### src/rtl/seg7_pkg.sv
// Shared 7-segment constants for the display encode and readback paths.
// Segment patterns are active-high with bit 0 = a ... bit 6 = g.
package seg7_pkg;

  localparam int NUM_DIGITS = 4;

  localparam logic [3:0] BCD_BLANK = 4'hF;

  localparam logic [6:0] SEG_0     = 7'h3F;
  localparam logic [6:0] SEG_1     = 7'h06;
  localparam logic [6:0] SEG_2     = 7'h5B;
  localparam logic [6:0] SEG_3     = 7'h4F;
  localparam logic [6:0] SEG_4     = 7'h66;
  localparam logic [6:0] SEG_5     = 7'h6D;
  localparam logic [6:0] SEG_6     = 7'h7D;
  localparam logic [6:0] SEG_7     = 7'h07;
  localparam logic [6:0] SEG_8     = 7'h7F;
  localparam logic [6:0] SEG_9     = 7'h6F;
  localparam logic [6:0] SEG_BLANK = 7'h00;

  // Position of the set bit; only meaningful when the input is one-hot.
  function automatic logic [1:0] onehot_idx(input logic [NUM_DIGITS-1:0] a);
    logic [1:0] idx;
    idx = 2'd0;
    for (int i = 0; i < NUM_DIGITS; i++) begin
      if (a[i]) idx = 2'(i);
    end
    return idx;
  endfunction

endpackage

### src/rtl/seg7_to_bcd.sv
// Combinational decode of an active-high segment pattern back to BCD.
// Anything that is neither a decimal glyph nor blank is reported as illegal.
module seg7_to_bcd
  import seg7_pkg::*;
(
  input  logic [6:0] s,
  output logic [3:0] bcd,
  output logic       blank,
  output logic       legal
);

  always_comb begin
    bcd   = BCD_BLANK;
    blank = 1'b0;
    legal = 1'b1;
    case (s)
      SEG_0:     bcd = 4'd0;
      SEG_1:     bcd = 4'd1;
      SEG_2:     bcd = 4'd2;
      SEG_3:     bcd = 4'd3;
      SEG_4:     bcd = 4'd4;
      SEG_5:     bcd = 4'd5;
      SEG_6:     bcd = 4'd6;
      SEG_7:     bcd = 4'd7;
      SEG_8:     bcd = 4'd8;
      SEG_9:     bcd = 4'd9;
      SEG_BLANK: blank = 1'b1;
      default:   legal = 1'b0;
    endcase
  end

endmodule

### src/rtl/seg_display_reader.sv
// Readback of a multiplexed 7-segment display: debounces each anode/segment
// combination, reconstructs per-digit BCD and ages out digits no longer refreshed.
module seg_display_reader
  import seg7_pkg::*;
#(
  parameter int STABLE_CYCLES  = 4,
  parameter int TIMEOUT        = 1000000,
  parameter bit SEG_ACTIVE_LOW = 1'b1
) (
  input  logic        clk,
  input  logic        rst,
  input  logic [6:0]  seg,
  input  logic [3:0]  an,
  output logic [15:0] digits,
  output logic [3:0]  valid,
  output logic [3:0]  err,
  output logic        update,
  output logic [1:0]  upd_idx
);

  localparam int CW = $clog2(STABLE_CYCLES + 1);
  localparam int TW = $clog2(TIMEOUT + 1);
  localparam logic [TW-1:0] TMO_LOAD = TW'(TIMEOUT);

  typedef enum logic [1:0] {IDLE, COUNT, HOLD} state_t;

  logic [6:0]    s_q, s_d;
  logic [3:0]    a_q, a_d;
  state_t        state_q, state_d;
  logic [6:0]    ref_s_q, ref_s_d;
  logic [3:0]    ref_a_q, ref_a_d;
  logic [CW-1:0] cnt_q, cnt_d;
  logic          update_q, update_d;
  logic [1:0]    upd_idx_q, upd_idx_d;

  logic          sel_ok, changed, capture, refresh;
  logic [1:0]    cur_idx;
  logic [3:0]    dec_bcd;
  logic          dec_blank, dec_legal;

  // Normalise to active-high before registering so everything downstream is polarity-free.
  always_comb begin
    s_d = SEG_ACTIVE_LOW ? ~seg : seg;
    a_d = SEG_ACTIVE_LOW ? ~an  : an;
  end

  assign sel_ok  = $onehot(a_q);
  assign changed = (a_q != ref_a_q) || (s_q != ref_s_q);
  assign cur_idx = onehot_idx(ref_a_q);

  always_comb begin
    state_d   = state_q;
    ref_s_d   = ref_s_q;
    ref_a_d   = ref_a_q;
    cnt_d     = cnt_q;
    capture   = 1'b0;
    refresh   = 1'b0;
    case (state_q)
      IDLE: begin
        if (sel_ok) begin
          ref_a_d = a_q;
          ref_s_d = s_q;
          cnt_d   = CW'(1);
          state_d = COUNT;
        end
      end
      COUNT: begin
        if (!sel_ok) begin
          state_d = IDLE;
        end else if (changed) begin
          ref_a_d = a_q;
          ref_s_d = s_q;
          cnt_d   = CW'(1);
        end else if (int'(cnt_q) + 1 >= STABLE_CYCLES) begin
          capture = 1'b1;
          state_d = HOLD;
        end else begin
          cnt_d = cnt_q + CW'(1);
        end
      end
      HOLD: begin
        if (!sel_ok) begin
          state_d = IDLE;
        end else if (changed) begin
          ref_a_d = a_q;
          ref_s_d = s_q;
          cnt_d   = CW'(1);
          state_d = COUNT;
        end else begin
          refresh = 1'b1;
        end
      end
      default: state_d = IDLE;
    endcase
  end

  always_comb begin
    update_d  = capture;
    upd_idx_d = capture ? cur_idx : upd_idx_q;
  end

  always_ff @(posedge clk or posedge rst) begin
    if (rst) begin
      s_q       <= '0;
      a_q       <= '0;
      state_q   <= IDLE;
      ref_s_q   <= '0;
      ref_a_q   <= '0;
      cnt_q     <= '0;
      update_q  <= 1'b0;
      upd_idx_q <= 2'd0;
    end else begin
      s_q       <= s_d;
      a_q       <= a_d;
      state_q   <= state_d;
      ref_s_q   <= ref_s_d;
      ref_a_q   <= ref_a_d;
      cnt_q     <= cnt_d;
      update_q  <= update_d;
      upd_idx_q <= upd_idx_d;
    end
  end

  seg7_to_bcd u_dec (
    .s     (ref_s_q),
    .bcd   (dec_bcd),
    .blank (dec_blank),
    .legal (dec_legal)
  );

  // Per-digit value, error flag and refresh timer.
  for (genvar gi = 0; gi < NUM_DIGITS; gi++) begin : g_digit
    logic [3:0]    dig_q, dig_d;
    logic          val_q, val_d;
    logic          err_q, err_d;
    logic [TW-1:0] tmo_q, tmo_d;
    logic          load;

    always_comb begin
      load  = (capture || refresh) && (cur_idx == 2'(gi));
      dig_d = dig_q;
      val_d = val_q;
      err_d = err_q;
      tmo_d = tmo_q;
      if (load) begin
        // A reload beats a same-cycle expiry, so valid never glitches low.
        tmo_d = TMO_LOAD;
        val_d = 1'b1;
        if (capture) begin
          if (dec_legal) begin
            dig_d = dec_blank ? BCD_BLANK : dec_bcd;
            err_d = 1'b0;
          end else begin
            err_d = 1'b1;
          end
        end
      end else if (tmo_q != '0) begin
        tmo_d = tmo_q - TW'(1);
        if (tmo_q == TW'(1)) val_d = 1'b0;
      end
    end

    always_ff @(posedge clk or posedge rst) begin
      if (rst) begin
        dig_q <= BCD_BLANK;
        val_q <= 1'b0;
        err_q <= 1'b0;
        tmo_q <= '0;
      end else begin
        dig_q <= dig_d;
        val_q <= val_d;
        err_q <= err_d;
        tmo_q <= tmo_d;
      end
    end

    assign digits[4*gi +: 4] = dig_q;
    assign valid[gi]         = val_q;
    assign err[gi]           = err_q;
  end

  assign update  = update_q;
  assign upd_idx = upd_idx_q;

endmodule

### config.mk
export PLATFORM = sky130hd
export DESIGN_NAME = seg_display_reader
export DESIGN_NICKNAME = d
export VERILOG_FILES = /design/src/rtl/seg7_pkg.sv /design/src/rtl/seg7_to_bcd.sv /design/src/rtl/seg_display_reader.sv
export SDC_FILE = /design/constraint.sdc
export NUM_CORES = 1
export LEC_CHECK = 0
export ABC_AREA = 1
export CORE_UTILIZATION = 56
export CTS_BUF_LIST = sky130_fd_sc_hd__clkbuf_2 sky130_fd_sc_hd__clkbuf_4 sky130_fd_sc_hd__clkbuf_8
export DETAILED_ROUTE_END_ITERATION = 7
export PLACE_DENSITY = 0.75
export RECOVER_POWER = 50
export SYNTH_ARGS = -nofsm -noshare
export SYNTH_HDL_FRONTEND = slang
export SYNTH_HIERARCHICAL = 1
export SYNTH_SLANG_ARGS = --single-unit
### constraint.sdc
create_clock -name clk -period 4.61 [get_ports clk]
set_clock_uncertainty 0.1 [all_clocks]
set_input_delay 0.922 -clock clk [delete_from_list [all_inputs] [get_ports clk]]
set_output_delay 0.922 -clock clk [all_outputs]
set_load 0.03 [all_outputs]
==> impl_metrics.csv <==
group,metric,value,unit
outcome,outcome,"finished, violations left",
outcome,violations,"max-capacitance violations, max-slew violations",
yosys,synthFlopType,"dfrtp_1",
timing,hold_viol_final,0,
power_and_ir_drop,powerDensity,547,mW/mm^2
yosys,synth-seq-cells,134,
yosys,yosys_warnings,6,
power_and_ir_drop,leakagePower,4.18,nW
setup_path,startpoint,"a_q[0]",
yosys,syn_inst,976,
yosys,syn_nets,1009,
clock_network,cts-root-buf,"clkbuf_8",
route,vias,5928,
clock_network,post_cts_resized,0,
clock_network,cts_tree,"yes",
global_route,grt_overflow,0,
timing,rsz0062_at_grt,"false",
clock_network,htree_levels,4,
finish,synthToLayoutAreaGrowth,11.9,%
setup_path,crit_type,"flip-flop to flip-flop",
setup_path,crit_chain,"inv_1 > fa_1 > inv_1 > ha_1 > ha_1 > nor2_1 > nand2_1 > nor2_1 > nand4_4 > nand2_4 > nand2_2 > clkinv_1 > nor2_1",
route,detail_route.wl_per_cell,11.7,microns
route,wirelength,14100,microns
timing,worstMarginPinSlew,1840,ps
die,core_area,0.0128,sq mm
clock_network,cts_sinks,134,
timing,period_share,0.650,
timing,fmax,334,MHz
finish,finalNonFillerCells,1199,
place,place_hpwl,10200,microns
hold_path,min_from,"g_digit[3].dig_q[1]",
die,pin_count,40,
setup_path,cpPeakStageDelay,530,ps
route,drcViolationCount,0,
timing,relSlewSlack,-0.229,
job,maxCapViolCount,1,
yosys,netlist_area,0.00745,sq mm
place,gp_congestion,0.858,
setup_path,cpLargestDelayFamily,"simple AND/OR/NAND/NOR gates",
yosys,synth_seq_area_share,0.453,
hold_path,hold_path_class,"flip-flop to flip-flop",
setup_path,critPathBufInv,3,
setup_path,cp_common_cell,"nor2_1",
setup_path,cp.required,4840,ps
timing,finalSetupViolCount,0,
clock_network,clock_tree.buffer_depth,2,
setup_path,setup.worst_path.start_class,"flip-flop",
route,viasPerCell,4.94,
die,die_width,117,microns
clock_network,hold_buffers,0,
finish,final_util,0.653,
setup_path,crit_path_end_kind,"flip-flop",
timing,maxSlewViolCount,87,
global_route,antenna_found_initial,0,
global_route,track_usage,0.226,
setup_path,arrival,3230,ps
yosys,syn_avg_cell_area,7.64,sq um
finish,fill_cells,1112,
place,io_buffers,39,
yosys,yosysUniqueCellTypes,42,
die,die-area,0.0138,sq mm
clock_network,clk_latency,450,ps
route,drtIter0Drc,388,
yosys,ys_async_sr_fraction,1.00,
setup_path,cp_max_fo,12,
finish,drive_above_1_share,0.0896,
global_route,grt_pass1_vias,5539,
setup_path,timing.rr.start,"a_q[0]",
clock_network,numCtsBuffers,17,
finish,fin_nets,1047,
clock_network,clk_pin_slew,70,ps
clock_network,cts_setup_buffers,0,
setup_path,slowest_stage,"fa_1",
route,ant_nets,0,
timing,fin_crit,3000,ps
global_route,grt_pass1_wl,25200,microns
place,dp_cells,1167,
die,chipHeight,117,microns
die,fp-row-count,41,
yosys,synth_edf_count,0,
power_and_ir_drop,vdd_ir_drop_max,381,uV
timing,tns,0,ps
finish,antenna_cells,0,
die,start_util,0.583,
global_route,grt_max_degree,88,
route,drtPass1Iterations,5,
## synthesized netlist by cell type (3+ instances only)
cell | n | share of area
o31ai_1 | 3 | 0.0030
xnor2_1 | 4 | 0.0047
clkbuf_1 | 3 | 0.0015
nor2_2 | 4 | 0.0034
nand2_1 | 228 | 0.11
or2_2 | 13 | 0.011
nand3b_1 | 7 | 0.0071
ha_1 | 19 | 0.032
nor3_1 | 12 | 0.0081
nand3_1 | 82 | 0.055
o21ai_0 | 31 | 0.021
a21oi_1 | 7 | 0.0047
buf_2 | 7 | 0.0047
nor2_1 | 180 | 0.091
xor2_1 | 39 | 0.046
nor2_4 | 3 | 0.0045
nand2_2 | 9 | 0.0076
buf_4 | 10 | 0.010
nor4_1 | 3 | 0.0025
nand2_4 | 3 | 0.0045
dfrtp_1 | 118 | 0.40
mux2i_1 | 3 | 0.0040
inv_2 | 7 | 0.0035
dfstp_2 | 16 | 0.056
nand4_1 | 21 | 0.018
inv_1 | 123 | 0.062
## power breakdown
part	switching [W]	internal, W
clock network	0.000444	0.000514
logic	0.000993	0.000625
registers	0.000412	0.00158
total	0.00185	0.00272
## worst paths after layout
kind / to / slack [ps] / cells past startpoint
worst max register to register: g_digit[1].tmo_q[7] / 1610 / 13
worst min register to register: g_digit[3].dig_q[1] / 370 / 2
worst min-delay path: g_digit[3].dig_q[1] / 370 / 2
min in group asynchronous: g_digit[3].tmo_q[0] / 1350 / 2
max in group asynchronous: g_digit[3].dig_q[1] / 2050 / 3
worst max-delay path: g_digit[1].tmo_q[7] / 1610 / 13
## cells in the final DEF, fill, tap and decap left out, drive strengths merged, types with 2 or more instances in the layout
master,n
nor4,3
a21oi,7
clkdlybuf4s50,25
ha,19
mux2i,3
dfstp,16
nand4,22
inv,129
clkinvlp,3
nor2,187
o31ai,3
xnor2,4
o21ai,33
o21a,2
buf,2
xor2,39
clkinv,6
nand3,83
nor3,12
dlygate4sd3,14
o21bai,2
or2,14
nand2,240
nand3b,7
clkbuf,25
dfrtp,118
## registers in the layout (all words and copies together), names as in the netlist
signal,cells
s_q,7
ref_a_q,4
g_digit.dig_q,16
state_q,2
g_digit.val_q,4
g_digit.err_q,4
update,1
g_digit.tmo_q,80
a_q,4
ref_s_q,7
upd_idx,2
cnt_q,3
## kinds of logic after synthesis
| group | count (synthesis) | share of synthesized area |
|---|---|---|
| XOR/XNOR | 43 | 0.0505 |
| AO/OA/AOI/OAI | 50 | 0.0368 |
| AND/OR/NAND/NOR | 572 | 0.336 |
| adder cells (fa/ha/maj) | 20 | 0.0346 |
| flip-flops | 134 | 0.453 |
| multiplexers | 3 | 0.00403 |
| buffers and inverters | 154 | 0.0858 |
## worst min-delay path: cells and delay by family, from the launching register on
family / cells / cell delay, ps
and+or+nand+nor: 2 / 90
DFF: 1 / 370
## layout make-up
type,instances,area (sq um),share of cell area
Clock buffer,25,325,0.0390
Inverter,132,499,0.0599
Tap cell,172,215,0.0258
Sequential cell,134,3370,0.405
Clock inverter,7,68.8,0.00825
Timing Repair Buffer,41,418,0.0501
Multi-Input combinational cell,688,3440,0.412
## layer usage
metal | global-route usage | vias up | share of wire
met5 | 0 | - | 0
met3 | 0.0637 | 13 | 0.033
li1 | - | 3110 | -
met4 | 0.0641 | 0 | 0.010
met1 | 0.301 | 2724 | 0.50
met2 | 0.359 | 81 | 0.45
## per-stage QoR
stage          setup slack [ps]  total power (W)  hold slack, ps  instance area (sq um)
6_report                   1610          0.00456             367                   8340
5_1_grt                    1350          0.00500             372                   8340
4_1_cts                    1610          0.00460             368                   8340
3_5_place_dp               1600          0.00362             357                   7950
3_3_place_gp               1700          0.00357             353                   7950
2_1_floorplan              31.7          0.00326             350                   7450
(Power assumes the default switching activity.)
